==> src/rtl/alu_exec_unit.sv <==
// Sequential ALU execute stage: 1-cycle logic/arith/LUI, iterative 1-bit-per-cycle SLL/SRL.
// Define ALU_OVERFLOW_EN to build signed-overflow detection for ADD/SUB.
module alu_exec_unit #(
    parameter int DATA_WIDTH  = 32,
    parameter int SHAMT_WIDTH = 5
) (
    input  logic                   clk,
    input  logic                   reset,
    input  logic                   in_valid,
    output logic                   in_ready,
    input  logic [3:0]             ALUOperation,
    input  logic [DATA_WIDTH-1:0]  A,
    input  logic [DATA_WIDTH-1:0]  B,
    input  logic [SHAMT_WIDTH-1:0] shamt,
    output logic                   out_valid,
    input  logic                   out_ready,
    output logic [DATA_WIDTH-1:0]  ALUResult,
    output logic                   Zero,
    output logic                   Illegal,
    output logic                   Overflow
);
    localparam int HALF = DATA_WIDTH / 2;

    localparam logic [3:0] OP_AND = 4'b0000;
    localparam logic [3:0] OP_OR  = 4'b0001;
    localparam logic [3:0] OP_NOR = 4'b0010;
    localparam logic [3:0] OP_ADD = 4'b0011;
    localparam logic [3:0] OP_SUB = 4'b0100;
    localparam logic [3:0] OP_SLL = 4'b0101;
    localparam logic [3:0] OP_SRL = 4'b0110;
    localparam logic [3:0] OP_LUI = 4'b0111;

    typedef enum logic [1:0] {
        ST_IDLE  = 2'd0,
        ST_SHIFT = 2'd1,
        ST_DONE  = 2'd2
    } state_t;

    state_t                   state_reg, state_next;
    logic [DATA_WIDTH-1:0]    shift_reg, shift_next;
    logic [SHAMT_WIDTH-1:0]   count_reg, count_next;
    logic                     dir_left_reg, dir_left_next;
    logic [DATA_WIDTH-1:0]    result_reg, result_next;
    logic                     zero_reg, zero_next;
    logic                     illegal_reg, illegal_next;

    logic [DATA_WIDTH-1:0]    alu_value;
    logic                     alu_illegal;
    logic                     alu_is_shift;
    logic [DATA_WIDTH-1:0]    shift_step;
    logic                     accept;

    assign in_ready  = (state_reg == ST_IDLE);
    assign out_valid = (state_reg == ST_DONE);
    assign accept    = in_valid && in_ready;

    // Single-cycle result; for shifts this is B itself, which is the shamt==0 answer.
    always_comb begin
        alu_value    = '0;
        alu_illegal  = 1'b0;
        alu_is_shift = 1'b0;
        case (ALUOperation)
            OP_AND: alu_value = A & B;
            OP_OR:  alu_value = A | B;
            OP_NOR: alu_value = ~(A | B);
            OP_ADD: alu_value = A + B;
            OP_SUB: alu_value = A - B;
            OP_SLL: begin
                alu_value    = B;
                alu_is_shift = 1'b1;
            end
            OP_SRL: begin
                alu_value    = B;
                alu_is_shift = 1'b1;
            end
            OP_LUI: alu_value = {B[HALF-1:0], {HALF{1'b0}}};
            default: alu_illegal = 1'b1;
        endcase
    end

    assign shift_step = dir_left_reg ? (shift_reg << 1) : (shift_reg >> 1);

    always_comb begin
        state_next    = state_reg;
        shift_next    = shift_reg;
        count_next    = count_reg;
        dir_left_next = dir_left_reg;
        result_next   = result_reg;
        zero_next     = zero_reg;
        illegal_next  = illegal_reg;
        case (state_reg)
            ST_IDLE: begin
                if (accept) begin
                    if (alu_is_shift && (shamt != '0)) begin
                        shift_next    = B;
                        count_next    = shamt;
                        dir_left_next = (ALUOperation == OP_SLL);
                        state_next    = ST_SHIFT;
                    end else begin
                        result_next  = alu_value;
                        zero_next    = (alu_value == '0);
                        illegal_next = alu_illegal;
                        state_next   = ST_DONE;
                    end
                end
            end
            ST_SHIFT: begin
                shift_next = shift_step;
                count_next = count_reg - 1'b1;
                // Last step: capture the shifted value directly so DONE follows edge k+shamt.
                if (count_reg == SHAMT_WIDTH'(1)) begin
                    result_next  = shift_step;
                    zero_next    = (shift_step == '0);
                    illegal_next = 1'b0;
                    state_next   = ST_DONE;
                end
            end
            ST_DONE: begin
                if (out_ready) begin
                    state_next = ST_IDLE;
                end
            end
            default: state_next = ST_IDLE;
        endcase
    end

    always_ff @(posedge clk) begin
        if (reset) begin
            state_reg <= ST_IDLE;
        end else begin
            state_reg <= state_next;
        end
    end

    always_ff @(posedge clk) begin
        if (reset) begin
            shift_reg    <= '0;
            count_reg    <= '0;
            dir_left_reg <= 1'b0;
            result_reg   <= '0;
            zero_reg     <= 1'b0;
            illegal_reg  <= 1'b0;
        end else begin
            shift_reg    <= shift_next;
            count_reg    <= count_next;
            dir_left_reg <= dir_left_next;
            result_reg   <= result_next;
            zero_reg     <= zero_next;
            illegal_reg  <= illegal_next;
        end
    end

    assign ALUResult = result_reg;
    assign Zero      = zero_reg;
    assign Illegal   = illegal_reg;

`ifdef ALU_OVERFLOW_EN
    logic [DATA_WIDTH-1:0] sum_value;
    logic [DATA_WIDTH-1:0] diff_value;
    logic                  add_ovf;
    logic                  sub_ovf;
    logic                  ovf_reg, ovf_next;

    assign sum_value  = A + B;
    assign diff_value = A - B;
    assign add_ovf    = (A[DATA_WIDTH-1] == B[DATA_WIDTH-1]) &&
                        (sum_value[DATA_WIDTH-1] != A[DATA_WIDTH-1]);
    assign sub_ovf    = (A[DATA_WIDTH-1] != B[DATA_WIDTH-1]) &&
                        (diff_value[DATA_WIDTH-1] != A[DATA_WIDTH-1]);

    always_comb begin
        ovf_next = ovf_reg;
        if (accept) begin
            if (ALUOperation == OP_ADD) begin
                ovf_next = add_ovf;
            end else if (ALUOperation == OP_SUB) begin
                ovf_next = sub_ovf;
            end else begin
                ovf_next = 1'b0;
            end
        end
    end

    always_ff @(posedge clk) begin
        if (reset) begin
            ovf_reg <= 1'b0;
        end else begin
            ovf_reg <= ovf_next;
        end
    end

    assign Overflow = ovf_reg;
`else
    assign Overflow = 1'b0;
`endif

endmodule

==> config.mk <==
export PLATFORM = sky130hd
export DESIGN_NAME = alu_exec_unit
export DESIGN_NICKNAME = d
export VERILOG_FILES = /design/src/rtl/alu_exec_unit.sv
export SDC_FILE = /design/constraint.sdc
export NUM_CORES = 1
export LEC_CHECK = 0
export CAP_MARGIN = 10
export CELL_PAD_IN_SITES_DETAIL_PLACEMENT = 1
export CELL_PAD_IN_SITES_GLOBAL_PLACEMENT = 1
export CORE_AREA = 2 2 202 105
export CTS_CLUSTER_DIAMETER = 30
export CTS_CLUSTER_SIZE = 24
export DETAILED_ROUTE_END_ITERATION = 7
export DIE_AREA = 0 0 204 107
export GPL_ROUTABILITY_DRIVEN = 0
export PLACE_DENSITY = 0.82
export SYNTH_ARGS = -nofsm -noshare
export SYNTH_HDL_FRONTEND = slang
export SYNTH_SLANG_ARGS = --single-unit
export TNS_END_PERCENT = 10
==> constraint.sdc <==
create_clock -name clk -period 5.8 [get_ports clk]
set_input_delay 0.58 -clock clk [delete_from_list [all_inputs] [get_ports clk]]
set_output_delay 0.58 -clock clk [all_outputs]
set_load 0.02 [all_outputs]
Word-level counts from Yosys, hierarchy flattened --
Cells that the tools add are included.
Operators by class: $add $sub $neg 3, eq/ne operators 15, multiplexer cells 27, bitwise logic cells 3, reduce and logical (&&, ||, !) cells 14
Operator list (number):
- 32-bit one-hot mux with 7 select lines | 1
- 32-bit two-way mux | 6
- 32-bit one-hot mux with 2 select lines | 2
- 32-bit logical NOT | 2
- 32-bit adder | 1
- 32-bit bitwise AND | 1
- 32-bit NOT | 1
- 32-bit bitwise OR | 1
- 32-bit subtractor | 1
- 4-bit by 3-bit equality test with 1-bit output (second input constant) | 4
- 5-bit two-way mux | 2
- 5-bit one-hot mux with 2 select lines | 1
- 3-bit AND reduction | 3
- 4-bit by 2-bit equality test with 1-bit output (second input constant) | 2
- 1-bit two-way mux | 8
- 2-bit two-way mux | 4
- 8-bit OR reduction | 1
- 2-bit by 1-bit inequality test with 1-bit output (second input constant) | 3
- 2-bit one-hot mux with 3 select lines | 1
- 5-bit by 1-bit equality test with 1-bit output (second input constant) | 1
- 5-bit nonzero test | 1
- 5-bit by 1-bit subtractor with 5-bit output (second input constant) | 1
- 4-bit by 1-bit equality test with 1-bit output (second input constant) | 1
- 4-bit logical NOT | 1
- 9 further kinds | 12
Word-level totals: bits in registers 74, output and inout bits 37

Logic depth before layout (Yosys ltp) --
depth after elaboration 7, depth in mapped cells 24, gate-level depth less buffers 22

Worst setup path before layout --
Ideal clock, no wire load.
path type in2reg, start in B[1], end reg zero_reg (netlist: Zero), setup time 59 ps, arrival time 4380 ps, setup slack 1360 ps, cell stages on the path 23, path through clkbuf_1 -> inv_1 -> ha_1 -> nand4b_1 -> or4_1 -> nor2_1 -> nand2_1 -> nor2_1 -> nand2_1 -> nor2_1 -> a21oi_1 -> xnor2_1 -> ha_1 -> clkbuf_1 -> or3_1 -> a21oi_1 -> a21oi_1 -> a41oi_1 -> xor2_1 -> o221ai_1 -> nor4_1 -> and4_1 -> a41o_1
Between the ends: cells in the longest elaborated chain, start to end 7, elaborated cells between the ends (all ways) 10
RTL lines:
- start: declaration | RTL line 13 | input logic [DATA_WIDTH-1:0] B,
- parallel branches: the longest is 2 deep, another holds 32-bit subtractor
- 32-bit one-hot mux with 7 select lines * | RTL line 62 | case (ALUOperation)
- 32-bit logical NOT * | RTL line 101 | zero_next = (alu_value == '0);
- 1-bit two-way mux * | RTL line 94 | if (alu_is_shift && (shamt != '0)) begin
- 1-bit two-way mux * | RTL line 93 | if (accept) begin
- 1-bit one-hot mux with 2 select lines * | RTL line 91 | case (state_reg)
- end signal: assignment | RTL line 148 | zero_reg <= zero_next;
- end: declaration | RTL line 44 | logic zero_reg, zero_next;
Every way passes the cells marked *. The select of a mux whose other input is x is not followed. A chain may end at the register's enable or synchronous reset.

Final worst setup path --
start in B[0], end reg zero_reg (netlist: Zero)
The elaborated chain is that of the path after synthesis.

==> qor.csv <==
metric,value,unit
"Power, Total",1930,uW
ant diodes,0,
worst vdd ir,0.1565,mV
grt total ovfl,0,
Critical Path Fanout Max,8,
Top Ports,114,
outcome,"complete, no violations",
final wirelength,35360,um
Chip Width,204,um
f_max,189.3,MHz
CTS resizes,0,
initial antenna violation count,3,
Core ar.,0.02009,mm^2
Antenna Violating Nets Remaining,0,
CP max-delay cell,or4_1,
Final nets,1298,
final hold violation count,0,
drc violations,0,
vias in the first global route,9009,
Crit Path Category,in2reg,
slew margin rel.,21.09,%
GRT Util Overall,32.04,%
starting density of the core,39.18,%
CTS root buffer,clkbuf_16,
area of the mapped netlist,0.007873,mm^2
worst r2r src,state_reg[1]$_SDFFE_PP0P_,
routed vias,9473,
synthesized area per cell,6.998,um^2
WL per Instance,24.20,um
Syn. warnings,0,
via density per instance,6.484,
first-pass GRT wire length,53940,um
largest net degree at the start of global routing,76,
clock buffer depth,2,
hold buffer count at cts,0,
endpoints failing setup,0,
Tightest Pin Transition,1184,ps
post-synth cell types,83,
MaxCap Viol Count,0,
H-tree Lvls,3,
part of the Yosys area used for sequential elements,18.82,%
asr flop ratio synth,0,%
clock-pin slew on the worst setup and hold paths,60,ps
clock sink count,74,
Die ar.,0.02183,mm^2
setup TNS,0,ps
Post-CTS Setup Repair Bufs,0,
crit path time final,5282,ps
worst hold start,ALUResult[19]$_SDFFE_PP0P_,
worst skew pair latency,340,ps
Final Max Tran Viols,0,
cell area power density,203.2,mW/mm^2
r2r setup slk,2390,ps
post-route clock period utilization,91.07,%
top_reg_cell synth,dfxtp_1,
die height,107,um
Starting DRT DRC Count,1130,
critical path required time,6080,ps
share of cells above drive strength 1,6.566,%
DR pass1 iterations,5,
Port Buf Inserts,112,
"EDFF count, synth",0,
Cell Rows,37,
DP Wirelength,27430,um
total CTS buffers,9,
clock skew,7.608,ps
CTS tree,built,
RSZ-0062 raised after global routing,no,
# fillers,2593,
leakage power,0.003474,uW
Cells after Synth,1125,
Worst path max stage delay,530,ps
launch point of the worst path,B[0],
CP Cell Sequence,"clkdlybuf4s50_1, inv_1, ha_1, nand4b_1, or4_1, nor2_1, nand2_1, nor2_1, nand2_1, nor2_1, a21oi_1, xnor2_1, ha_1, or3_1, a21oi_1, a21oi_1, a41oi_1, xor2_1, o221ai_1, nor4_1, and4_1, a41o_1",
Synth Net Count,1239,
area growth from synthesis to layout,20.63,%
Arrival @ worst endpoint,5560,ps
Seq cells post-synth,74,
Hold Path Class,reg2reg,
"commonest non-fill, non-tap cell in the layout",a21oi_1,
Worst Setup Start Kind,input pin,
element type at the critical path end,register,
most frequent cells in the layout,"a21oi_1, nand2_1, clkdlybuf4s50_1",
-- per-layer routing --
layer	routed length, um	vias up	track usage (%)
met5	29	-	0
met4	397	4	5.124
met3	4645	44	10.33
met2	14040	565	44.87
met1	16250	4598	47.55
li1	-	4262	-
-- report_power, final --
part	leakage, uW	switching, uW	internal [uW]
logic	0.00273	484	300
registers	0.000601	23.1	533
clock network	0.000147	216	374
total	0.00347	723	1210
-- cell families after synthesis --
logic type	Yosys count	share of synthesized area, %
buffers and inverters	127	6.659
AO/OA/AOI/OAI	404	33.39
multiplexers	22	2.813
AND/OR/NAND/NOR	395	24.86
flip-flops	74	18.82
other	1	0.04763
adder cells (fa/ha/maj)	50	7.629
XOR/XNOR	52	5.785
-- Yosys cell counts, types with 13 or more instances --
library cell,instances,share of area (%)
a211oi_1,28,2.7
a21o_1,23,2.2
a21oi_1,162,10
buf_2,17,1.1
clkbuf_1,75,3.6
dfxtp_1,74,19
ha_1,36,5.7
inv_1,25,1.2
maj3_1,13,1.7
mux2i_1,21,2.7
nand2_1,111,5.3
nand3_1,20,1.3
nand4_1,20,1.6
nor2_1,87,4.1
nor2b_1,35,2.8
nor3_1,57,3.6
o211ai_1,34,3.2
o21ai_0,43,2.7
xnor2_1,27,3.0
xor2_1,25,2.8
-- through the flow --
| stage | cells | utilization (%) | worst slack [ps] | area, um^2 | hold WS, ps |
|---|---|---|---|---|---|
| 6_report | 1461 | 47.27 | 518.2 | 9497 | 455.9 |
| 5_1_grt | 1461 | 47.27 | 197.6 | 9497 | 470.5 |
| 4_1_cts | 1461 | 47.27 | 600.6 | 9497 | 461.6 |
| 3_5_place_dp | 1446 | 45.77 | 267.0 | 9195 | 453.3 |
| 3_3_place_gp | 1446 | 45.77 | 412.6 | 9195 | 441.4 |
| 2_1_floorplan | 1125 | - | 1360 | 7873 | 440.0 |
-- worst max-delay path, delay by kind of cell --
| kind | cells | cell delay, ps |
|---|---|---|
| xor+xnor | 2 | 380 |
| compound gates | 6 | 950 |
| buf+inv | 2 | 530 |
| simple gates | 10 | 2480 |
| fa+ha+maj | 2 | 610 |
-- final timing paths --
check	to	cells past startpoint
worst max-delay path	Zero$_SDFFE_PP0P_	22
worst min-delay path	ALUResult[19]$_SDFFE_PP0P_	2
worst max register to register	Zero$_SDFFE_PP0P_	10
worst min register to register	ALUResult[19]$_SDFFE_PP0P_	2
-- cell type report --
| class | count | area [um^2] | share of cell area [%] |
|---|---|---|---|
| tap | 273 | 341.6 | 3.597 |
| multi-input combinational | 924 | 5884 | 61.96 |
| clock buffer | 12 | 236.5 | 2.490 |
| inverter | 26 | 97.59 | 1.028 |
| sequential | 74 | 1483 | 15.61 |
| clock inverter | 3 | 65.06 | 0.6851 |
| timing repair buffer | 149 | 1389 | 14.62 |
Note: power is estimated with default switching activity, not from simulation.
